File: src/rtl/alu_in_responder_core_pkg.sv
// rtl/alu_in_responder_core_pkg.sv - opcodes, exec states, FIFO entry type and ALU helper
package alu_core_pkg;

    localparam int ALU_W = 8;

    typedef enum logic [2:0] {
        no_op  = 3'b000,
        add_op = 3'b001,
        and_op = 3'b010,
        xor_op = 3'b011,
        mul_op = 3'b100,
        rst_op = 3'b111
    } alu_in_op_t;

    typedef enum logic [1:0] {
        S_IDLE,
        S_EXEC1,
        S_MULW,
        S_FLUSH
    } exec_state_t;

    // op is kept as raw bits so the undefined codes 101/110 survive the FIFO
    typedef struct packed {
        logic [2:0]       op;
        logic [ALU_W-1:0] a;
        logic [ALU_W-1:0] b;
    } alu_in_entry_t;

    function automatic logic op_has_result(input logic [2:0] op);
        return (op == add_op) || (op == and_op) || (op == xor_op) || (op == mul_op);
    endfunction

    function automatic logic [2*ALU_W-1:0] alu_eval(input logic [2:0] op,
                                                     input logic [ALU_W-1:0] a,
                                                     input logic [ALU_W-1:0] b);
        case (op)
            add_op:  return (2*ALU_W)'(a) + (2*ALU_W)'(b);
            and_op:  return (2*ALU_W)'(a & b);
            xor_op:  return (2*ALU_W)'(a ^ b);
            mul_op:  return (2*ALU_W)'(a) * (2*ALU_W)'(b);
            default: return '0;
        endcase
    endfunction

endpackage

File: src/rtl/alu_in_responder_core_if.sv
// rtl/alu_in_responder_core_if.sv - alu_in bus between initiator and responder core
interface alu_in_responder_core_if #(parameter int W = 8);
    logic           valid;
    logic [2:0]     op;
    logic [W-1:0]   a;
    logic [W-1:0]   b;
    logic           ready;
    logic           done;
    logic [2*W-1:0] result;
    logic           busy;

    modport master (output valid, op, a, b, input ready, done, result, busy);
    modport slave  (input valid, op, a, b, output ready, done, result, busy);
endinterface

File: src/rtl/alu_in_sync_fifo.sv
// rtl/alu_in_sync_fifo.sv - in-order transfer buffer with synchronous clear
module alu_in_sync_fifo #(
    parameter int WIDTH = 8,
    parameter int DEPTH = 4
) (
    input  logic                     clk,
    input  logic                     rst,
    input  logic                     i_clr,
    input  logic                     i_push,
    input  logic                     i_pop,
    input  logic [WIDTH-1:0]         i_din,
    output logic [WIDTH-1:0]         o_dout,
    output logic [$clog2(DEPTH):0]   o_count,
    output logic [$clog2(DEPTH):0]   o_count_next,
    output logic                     o_full,
    output logic                     o_empty
);
    localparam int AW = $clog2(DEPTH);
    localparam int CW = AW + 1;

    logic [WIDTH-1:0] r_mem [DEPTH];
    logic [AW-1:0]    r_wr_ptr;
    logic [AW-1:0]    r_rd_ptr;
    logic [CW-1:0]    r_count;
    logic             w_push;
    logic             w_pop;

    assign o_empty = (r_count == '0);
    assign o_full  = (r_count == CW'(DEPTH));
    assign o_count = r_count;
    assign o_dout  = r_mem[r_rd_ptr];
    // a push into a full buffer only lands when a pop frees the slot on the same edge
    assign w_pop   = i_pop && !o_empty;
    assign w_push  = i_push && (!o_full || w_pop);

    always_comb begin
        o_count_next = r_count + CW'(w_push) - CW'(w_pop);
        if (i_clr) o_count_next = '0;
    end

    always_ff @(posedge clk or negedge rst) begin
        if (!rst) begin
            r_wr_ptr <= '0;
            r_rd_ptr <= '0;
            r_count  <= '0;
        end else if (i_clr) begin
            r_wr_ptr <= '0;
            r_rd_ptr <= '0;
            r_count  <= '0;
        end else begin
            if (w_push) r_wr_ptr <= r_wr_ptr + AW'(1);
            if (w_pop)  r_rd_ptr <= r_rd_ptr + AW'(1);
            r_count <= o_count_next;
        end
    end

    always_ff @(posedge clk) begin
        if (w_push && !i_clr) r_mem[r_wr_ptr] <= i_din;
    end
endmodule

File: src/rtl/alu_in_responder_core.sv
// rtl/alu_in_responder_core.sv - alu_in responder: buffers transfers and executes them in order
module alu_in_responder_core
    import alu_core_pkg::*;
#(
    parameter int ALU_IN_OP_WIDTH = ALU_W,
    parameter int FIFO_DEPTH      = 4,
    parameter int MUL_LATENCY     = 3
) (
    input  logic                    clk,
    input  logic                    rst,
    input  logic                    alu_rst,
    alu_in_responder_core_if.slave  bus
);
    localparam int W   = ALU_IN_OP_WIDTH;
    localparam int CW  = $clog2(FIFO_DEPTH) + 1;
    localparam int MCW = $clog2(MUL_LATENCY + 1);

    alu_in_entry_t  w_din;
    alu_in_entry_t  w_head;
    logic [CW-1:0]  w_count;
    logic [CW-1:0]  w_count_next;
    logic           w_full;
    logic           w_empty;
    logic           w_push;
    logic           w_pop;
    logic           w_finish;
    logic           w_flush;
    logic           w_clr;

    exec_state_t    r_state;
    logic [2:0]     r_op;
    logic [W-1:0]   r_a;
    logic [W-1:0]   r_b;
    logic [MCW-1:0] r_cnt;
    logic [2*W-1:0] r_result;
    logic           r_done;
    logic           r_ready;

    assign w_din    = '{op: bus.op, a: bus.a, b: bus.b};
    assign w_push   = bus.valid && !alu_rst;
    assign w_finish = (r_state == S_EXEC1) || (r_state == S_MULW && r_cnt == '0);
    // issue overlaps completion so single-cycle ops stream at one per cycle
    assign w_pop    = !alu_rst && !w_empty && ((r_state == S_IDLE) || w_finish);
    assign w_flush  = w_pop && (w_head.op == rst_op);
    assign w_clr    = alu_rst || w_flush;

    alu_in_sync_fifo #(
        .WIDTH ($bits(alu_in_entry_t)),
        .DEPTH (FIFO_DEPTH)
    ) u_fifo (
        .clk          (clk),
        .rst          (rst),
        .i_clr        (w_clr),
        .i_push       (w_push),
        .i_pop        (w_pop),
        .i_din        (w_din),
        .o_dout       (w_head),
        .o_count      (w_count),
        .o_count_next (w_count_next),
        .o_full       (w_full),
        .o_empty      (w_empty)
    );

    always_ff @(posedge clk or negedge rst) begin
        if (!rst) begin
            r_state  <= S_IDLE;
            r_op     <= no_op;
            r_a      <= '0;
            r_b      <= '0;
            r_cnt    <= '0;
            r_result <= '0;
            r_done   <= 1'b0;
            r_ready  <= 1'b0;
        end else if (alu_rst) begin
            r_state  <= S_IDLE;
            r_cnt    <= '0;
            r_result <= '0;
            r_done   <= 1'b0;
            r_ready  <= 1'b0;
        end else begin
            r_done  <= 1'b0;
            // one slot of slack: the initiator acts on ready a cycle late
            r_ready <= (w_count_next <= CW'(FIFO_DEPTH - 2));
            if (w_finish && op_has_result(r_op)) begin
                r_result <= alu_eval(r_op, r_a, r_b);
                r_done   <= 1'b1;
            end
            if (r_state == S_FLUSH) r_result <= '0;
            if (r_state == S_MULW && r_cnt != '0) r_cnt <= r_cnt - MCW'(1);
            if (w_pop) begin
                r_op <= w_head.op;
                r_a  <= w_head.a;
                r_b  <= w_head.b;
                case (w_head.op)
                    mul_op: begin
                        r_state <= S_MULW;
                        r_cnt   <= MCW'(MUL_LATENCY - 1);
                    end
                    rst_op:  r_state <= S_FLUSH;
                    default: r_state <= S_EXEC1;
                endcase
            end else if (w_finish || r_state == S_FLUSH) begin
                r_state <= S_IDLE;
            end
        end
    end

    assign bus.ready  = r_ready;
    assign bus.done   = r_done;
    assign bus.result = r_result;
    assign bus.busy   = (w_count != '0) || (r_state != S_IDLE);

    a_no_overflow: assert property (@(posedge clk) disable iff (!rst)
        !(w_push && w_full && !w_pop && !w_clr));
endmodule

File: src/flat_wrapper.sv
// flat-port wrapper written by rule: the top's interface ports become plain ports
module alu_in_responder_core_flat import alu_core_pkg::*;
#(
    parameter int ALU_IN_OP_WIDTH = ALU_W,
    parameter int FIFO_DEPTH      = 4,
    parameter int MUL_LATENCY     = 3
)
  (clk, rst, alu_rst, bus_valid, bus_op, bus_a, bus_b, bus_ready, bus_done, bus_result, bus_busy);
  alu_in_responder_core_if #(.W(8)) bus_i ();
  input  logic clk;
  input  logic rst;
  input  logic alu_rst;
  input wire logic [$bits(bus_i.valid)-1:0] bus_valid;
  input wire logic [$bits(bus_i.op)-1:0] bus_op;
  input wire logic [$bits(bus_i.a)-1:0] bus_a;
  input wire logic [$bits(bus_i.b)-1:0] bus_b;
  output wire logic [$bits(bus_i.ready)-1:0] bus_ready;
  output wire logic [$bits(bus_i.done)-1:0] bus_done;
  output wire logic [$bits(bus_i.result)-1:0] bus_result;
  output wire logic [$bits(bus_i.busy)-1:0] bus_busy;
  assign bus_i.valid = bus_valid;
  assign bus_i.op = bus_op;
  assign bus_i.a = bus_a;
  assign bus_i.b = bus_b;
  assign bus_ready = bus_i.ready;
  assign bus_done = bus_i.done;
  assign bus_result = bus_i.result;
  assign bus_busy = bus_i.busy;
  alu_in_responder_core #(.ALU_IN_OP_WIDTH(ALU_IN_OP_WIDTH), .FIFO_DEPTH(FIFO_DEPTH), .MUL_LATENCY(MUL_LATENCY)) u_core (.clk(clk), .rst(rst), .alu_rst(alu_rst), .bus(bus_i));
endmodule
File: config.mk
export PLATFORM = sky130hd
export DESIGN_NAME = alu_in_responder_core_flat
export DESIGN_NICKNAME = d
export VERILOG_FILES = /design/src/rtl/alu_in_responder_core_pkg.sv /design/src/rtl/alu_in_responder_core_if.sv /design/src/rtl/alu_in_sync_fifo.sv /design/src/rtl/alu_in_responder_core.sv /design/src/flat_wrapper.sv
export SDC_FILE = /design/constraint.sdc
export NUM_CORES = 1
export LEC_CHECK = 0
export ABC_CLOCK_PERIOD_IN_PS = 4700
export CAP_MARGIN = 20
export CORE_MARGIN = 3
export CORE_UTILIZATION = 40
export DETAILED_ROUTE_END_ITERATION = 10
export PLACE_DENSITY_LB_ADDON = 0.15
export SKIP_CTS_REPAIR_TIMING = 1
export SLEW_MARGIN = 20
export SYNTH_ARGS = -nofsm -noshare
export SYNTH_HDL_FRONTEND = slang
export SYNTH_SLANG_ARGS = --single-unit
File: constraint.sdc
create_clock -name clk -period 4.7 [get_ports clk]
set_clock_uncertainty 0.1 [all_clocks]
set_input_delay 0.47 -clock clk [delete_from_list [all_inputs] [get_ports clk]]
set_output_delay 0.47 -clock clk [all_outputs]
set_load 0.05 [all_outputs]
==> flow_metrics.env, run 1 <==
export IMPL_cts_tree="done"
export IMPL_cts_made_buffers=17
export IMPL_drv_cap=0
export IMPL_ys_flop_type="edfxtp_1"
export IMPL_grt_pass1_wl_um=25900
export IMPL_post_route_drc_count=0
export IMPL_wirelength_um=15300
export IMPL_synth_seq_cells=124
export IMPL_synth_top_area_share_pct=30.5
export IMPL_insertion_delay_ns=0.42
export IMPL_grt_ovfl_total=0
export IMPL_final_hold_viol_count=0
export IMPL_vias=4676
export IMPL_rsz0062_at_grt="no"
export IMPL_asyncSetResetFlopFracSynth_pct=38.7
export IMPL_tightest_slew_ns=0.984
export IMPL_period_minus_slack_ns=4.44
export IMPL_dieHeight_um=143
export IMPL_post_route_period_util_pct=94.6
export IMPL_slew_headroom_pct=34.4
export IMPL_gp_congestion=0.905
export IMPL_root_buffer="clkbuf_16"
export IMPL_port_buffer_count=41
export IMPL_clk_pin_slew_ns=0.06
export IMPL_hold_class="primary input to asynchronous set/reset pin"
export IMPL_slowest_stage="fa_1"
export IMPL_cpMostUsedCell="fa_1"
export IMPL_firstDrtPassIters=4
export IMPL_drtIter0Drc=215
export IMPL_clockBufferDepth=2
export IMPL_start_util_pct=41.2
export IMPL_synth_nets=697
export IMPL_synth_cell_types=55
export IMPL_rrSetupSlack_ns=0.26
export IMPL_rows=49
export IMPL_yosysTopAreaCell="edfxtp_1"
export IMPL_grtUsageTotal_pct=16.2
export IMPL_n_antenna_cell=0
export IMPL_register_area_um2=3490
export IMPL_ys_warn_count=0
export IMPL_core_um2=18100
export IMPL_grt_max_degree=49
export IMPL_synth_edff_count=76
export IMPL_drive_gt1_share_pct=14.7
export IMPL_fin_tns_setup_ns=0
export IMPL_vias_per_cell=5.27
export IMPL_start_kind="flop"
export IMPL_dieArea_um2=20400
export IMPL_critPathMaxFanout=9
export IMPL_crit_chain="and2_1 -> fa_1 -> fa_1 -> inv_1 -> fa_1 -> fa_1 -> inv_1 -> ha_1 -> o21ai_0 -> nor2_1 -> o311ai_1 -> o221ai_1 -> o21ba_2"
export IMPL_synthCells=586
export IMPL_clock_fmax_mhz=225
export IMPL_worstPathArrival_ns=4.70
export IMPL_endpoint_kind="flop"
export IMPL_slew_viol_final=0
export IMPL_die_w_um=143
export IMPL_setup_viol=0
export IMPL_clkSinkCount=124
export IMPL_critPathMaxStageDelay_ns=0.55
export IMPL_grt_pass1_vias=4893
export IMPL_crit_required_ns=4.96
export IMPL_drt_antenna_violating_nets=0
export IMPL_dp_hpwl_um=11200
export IMPL_worst_setup_path_type="flop to flop"
export IMPL_antenna_found_initial=0
export IMPL_wl_per_cell_um=17.3
export IMPL_yosysSeqAreaShare_pct=46.6
export IMPL_synth_area_um2=7470
export IMPL_htreeDepth=4
export IMPL_avgSynthCellArea_um2=12.8
export IMPL_ios=42
export IMPL_multiInputGateArea_um2=3720
export IMPL_area_growth_synth_to_final_pct=17.0
export IMPL_nFillCells=1623
export IMPL_synth_area_top_cells="edfxtp_1 (31%), dfrtp_1 (16%), fa_1 (10%)"
export IMPL_outcome="finished clean"
export IMPL_nets=757
[per-layer routing]
layer	share of wire, %	track usage [%]	vias to the layer above	wire length, um
li1	-	-	2231	-
met1	48	23.0	2337	7380
met2	47	25.6	89	7190
met3	3.6	3.42	19	546
met4	1.4	4.40	0	209
met5	0	0	-	0
[cells in the final DEF (no fill, tap or decap), types with 4 or more instances in the layout]
master           netlist  routed
a211o_1                4       4
a211oi_1               9       8
a21o_1                11      11
a21oi_1               19      19
a221oi_1               4       4
a22oi_1                4       4
and2_1                49      49
buf_4                  2      11
clkbuf_16              0      17
clkdlybuf4s50_1        0      40
clkinvlp_4             0       4
dfrtp_1               48      45
edfxtp_1              76      76
fa_1                  38      38
ha_1                  50      48
inv_1                 59      59
inv_6                  0       4
mux2_2                20      20
mux2i_1                7       7
mux4_2                19      19
nand2_1               29      29
nand2b_1               4       4
nor2_1                27      27
nor3_1                 5       5
o211ai_1               4       4
o21a_1                 7       7
o21ai_0               21      20
or3_1                  4       4
xnor2_1               11      11
xor2_1                 6       6
[state kept, by name (all words and copies together), names as in the netlist]
register and count:
u_core.u_fifo.r_wr_ptr 2, u_core.bus.ready 1, u_core.u_fifo.r_rd_ptr 2, u_core.r_b 8, u_core.r_state 2, u_core.bus.done 1, u_core.bus.result 16, u_core.r_cnt 2
u_core.u_fifo.r_mem 76, u_core.r_a 8, u_core.r_op 3, u_core.u_fifo.o_count 3
[worst paths after layout]
path	from	cells past startpoint	to
worst min-delay path	rst	2	u_core.bus.result[15]$_DFFE_PN0P_
worst max-delay path	u_core.r_b[4]$_DFFE_PN0P_	13	u_core.bus.result[7]$_DFFE_PN0P_
worst max register to register	u_core.r_b[4]$_DFFE_PN0P_	13	u_core.bus.result[7]$_DFFE_PN0P_
worst min register to register	u_core.bus.result[10]$_DFFE_PN0P_	2	u_core.bus.result[10]$_DFFE_PN0P_
max in group asynchronous	rst	2	u_core.r_b[7]$_DFFE_PN0P_
min in group clk	u_core.bus.result[10]$_DFFE_PN0P_	2	u_core.bus.result[10]$_DFFE_PN0P_
[per-stage QoR]
step           instance area [um^2]  hold WS (ns)  instances  worst slack (ns)  util [%]
4_1_cts                        8730        0.0766        888            0.0780      48.1
3_3_place_gp                   8190         0.363        856             0.206      45.1
3_5_place_dp                   8190         0.370        856             0.103      45.1
2_1_floorplan                  7470        0.0744        586             0.530         -
5_1_grt                        8740         0.114        888            0.0150      48.2
6_report                       8740        0.0564        888             0.256      48.2
[synth_stat cells, types with 4 or more instances]
| cell type | number |
|---|---|
| a211o_1 | 4 |
| a211oi_1 | 9 |
| a21o_1 | 11 |
| a21oi_1 | 19 |
| a221oi_1 | 4 |
| a22oi_1 | 4 |
| and2_1 | 49 |
| buf_2 | 7 |
| dfrtp_1 | 48 |
| edfxtp_1 | 76 |
| fa_1 | 38 |
| ha_1 | 50 |
| inv_1 | 59 |
| mux2_2 | 20 |
| mux2i_1 | 7 |
| mux4_2 | 19 |
| nand2_1 | 29 |
| nand2b_1 | 4 |
| nor2_1 | 27 |
| nor3_1 | 5 |
| o211ai_1 | 4 |
| o21a_1 | 7 |
| o21ai_0 | 21 |
| or3_1 | 4 |
| xnor2_1 | 11 |
| xor2_1 | 6 |
[worst max-delay path, delay by kind of cell (launching register included)]
| kind | cells | cell delay [ns] |
|---|---|---|
| adder cells (fa/ha/maj) | 5 | 2.34 |
| AO/OA/AOI/OAI | 4 | 1.09 |
| flip-flops | 1 | 0.48 |
| AND/OR/NAND/NOR | 2 | 0.29 |
| buffers and inverters | 2 | 0.09 |
[cell families (layout without fill, tap and decap cells)]
family / count (synthesis) / after routing / synth area share [%]
simple gates: 139 / 139 / 10.1
fa+ha+maj: 88 / 88 / 18.6
mux: 46 / 46 / 9.68
compound gates: 102 / 102 / 9.34
buf+inv: 70 / 143 / 3.73
flops: 124 / 124 / 46.6
xor+xnor: 17 / 17 / 1.99
[cell type report]
cell class	instances	area share [%]
tap	229	3.28
timing repair buffer	52	5.58
clock buffer	18	4.91
clock inverter	14	1.27
multi-input combinational	392	42.6
sequential	124	39.9
inverter	59	2.53
Power of run 1 is left out: the tool's default activity adds up to more than one toggle a clock period on the data nets, which glitch-free logic cannot reach.
==> inputs of run 2 (changes only) <==
Settings changed: ABC_CLOCK_PERIOD_IN_PS 4700 to 4400, SLEW_MARGIN 20 to default.
Clock period 4.7 ns to 4.4 ns, I/O delays scaled along.
==> run 2 against run 1 <==
Setup slack lost 0.089 ns. Count of clock-buffer cells in the layout down 1. Hold slack worse by 0.019 ns. Routed wire length up 0.40%. Non-clock buffer count rose by 16. First-iteration DRC count down 1.9%. Sequential share of layout area down 1.2 points. Maximum frequency increased by 5.0%. Utilization grew 1.6 points. Largest cell class unchanged.
==> flow_metrics.env, run 2 (same netlist as run 1, synthesis figures left out) <==
export IMPL_tightest_slew_ns=0.633
export IMPL_clk_pin_slew_ns=0.06
export IMPL_core_um2=18100
export IMPL_setup_slack_ns=0.167
export IMPL_cp_startpoint="u_core.r_b[4]$_DFFE_PN0P_"
export IMPL_grt_ovfl_total=0
export IMPL_wl_per_cell_um=17.0
export IMPL_nFillCells=1572
export IMPL_pre_cts_slack_ns=-0.0506
export IMPL_r2r_end="u_core.bus.result[14]$_DFFE_PN0P_"
export IMPL_worst_setup_path_type="flop to flop"
export IMPL_nets=773
export IMPL_dp_hpwl_um=11200
export IMPL_drtIter0Drc=211
export IMPL_rows=49
export IMPL_root_buffer="clkbuf_16"
export IMPL_n_antenna_cell=0
export IMPL_cts_made_buffers=17
export IMPL_post_route_util_pct=49.8
export IMPL_dieArea_um2=20400
export IMPL_final_hold_viol_count=0
export IMPL_final_common_cell="edfxtp_1"
export IMPL_outcome="finished clean"
export IMPL_ios=42
export IMPL_largest_register="u_core.u_fifo.r_mem"
export IMPL_endpoint_kind="flop"
export IMPL_place_area_um2=8300
export IMPL_layout_common_cells="edfxtp_1 (76), inv_1 (59), and2_1 (49), ha_1 (46)"
export IMPL_gp_congestion=0.882
export IMPL_htreeDepth=4
export IMPL_drt_antenna_violating_nets=0
export IMPL_r2r_cells=14
export IMPL_grt_pass1_wl_um=25500
export IMPL_antenna_found_initial=0
export IMPL_wirelength_um=15400
export IMPL_start_util_pct=41.2
export IMPL_grt_pass1_vias=5035
export IMPL_cts_tree="done"
export IMPL_vias_per_cell=5.19
export IMPL_die_w_um=143
export IMPL_vias=4695
export IMPL_clockBufferDepth=2
export IMPL_setup_viol=0
export IMPL_critPathMaxFanout=6
export IMPL_rrSetupSlack_ns=0.17
export IMPL_fin_area_um2=9040
export IMPL_clock_fmax_mhz=236
export IMPL_largest_reg_flops=76
export IMPL_grt_max_degree=49
export IMPL_hold_worst_slack_ns=0.0372
export IMPL_crit_end="u_core.bus.result[14]$_DFFE_PN0P_"
export IMPL_firstDrtPassIters=4
export IMPL_slew_headroom_pct=57.8
export IMPL_hold_class="primary input to asynchronous set/reset pin"
export IMPL_drive_gt1_share_pct=20.1
export IMPL_clkSinkCount=124
export IMPL_dieHeight_um=143
export IMPL_post_route_period_util_pct=96.2
export IMPL_period_minus_slack_ns=4.23
export IMPL_r2r_start="u_core.r_b[4]$_DFFE_PN0P_"
export IMPL_insertion_delay_ns=0.42
export IMPL_slew_viol_final=0
export IMPL_worstPathArrival_ns=4.45
export IMPL_port_buffer_count=41
export IMPL_grtUsageTotal_pct=16.0
export IMPL_crit_required_ns=4.62
export IMPL_post_route_drc_count=0
export IMPL_area_growth_synth_to_final_pct=21.0
export IMPL_start_kind="flop"
export IMPL_drv_cap=0
run 2: changes by cell type in the layout (fill, tap and decap cells not counted), sizes merged:
cell	before	now
bufinv	0	3
clkinv	5	6
inv	64	63
buf	12	28
clkbuf	18	17
clkinvlp	4	2
run 2: how the worst min path moves through the flow:
stage                                   endpoint  slack (ns)  cells after the start                              start
3_3_place_gp   u_core.bus.result[13]$_DFFE_PN0P_        0.37                      2  u_core.bus.result[13]$_DFFE_PN0P_
2_1_floorplan          u_core.bus.done$_DFF_PN0_        0.04                      0                                rst
5_1_grt                u_core.r_b[4]$_DFFE_PN0P_        0.09                      2                                rst
6_report       u_core.bus.result[14]$_DFFE_PN0P_        0.04                      2                                rst
3_5_place_dp    u_core.bus.result[9]$_DFFE_PN0P_        0.37                      2   u_core.bus.result[9]$_DFFE_PN0P_
4_1_cts        u_core.bus.result[14]$_DFFE_PN0P_        0.05                      2                                rst
run 2: through the flow:
step | TNS (ns) | instances
finish | 0 | 904
global route | -0.00494 | 904
CTS | -0.171 | 903
detailed placement | -0.0700 | 871
global placement | -0.00406 | 871
floorplan | 0 | 586
run 2: worst max-delay path: stages (launching register included):
cell and delay, ns:
dfrtp_2 0.45, and2_1 0.17, fa_1 0.46, fa_1 0.54, inv_1 0.05, fa_1 0.46
fa_1 0.54, inv_1 0.05, ha_2 0.32, o21a_4 0.15, a211oi_4 0.22, buf_4 0.17
a21oi_2 0.06, o21a_1 0.19, o31ai_1 0.21
run 2: layer usage:
layer	GRT usage, %	wire length (um)
met1	21.9	7360
met2	25.9	7390
met3	3.32	466
met4	5.00	172
met5	0	0
run 2: final cells by class:
cell class | count | area, um^2 | area share [%]
well taps | 229 | 287 | 3.17
flip-flops and latches | 124 | 3490 | 38.6
multi-input cells | 392 | 3820 | 42.2
inverters | 59 | 221 | 2.45
clock buffers | 17 | 425 | 4.70
clock inverters | 15 | 189 | 2.09
repair buffers | 68 | 608 | 6.72
Power of run 2 is left out for the same reason.
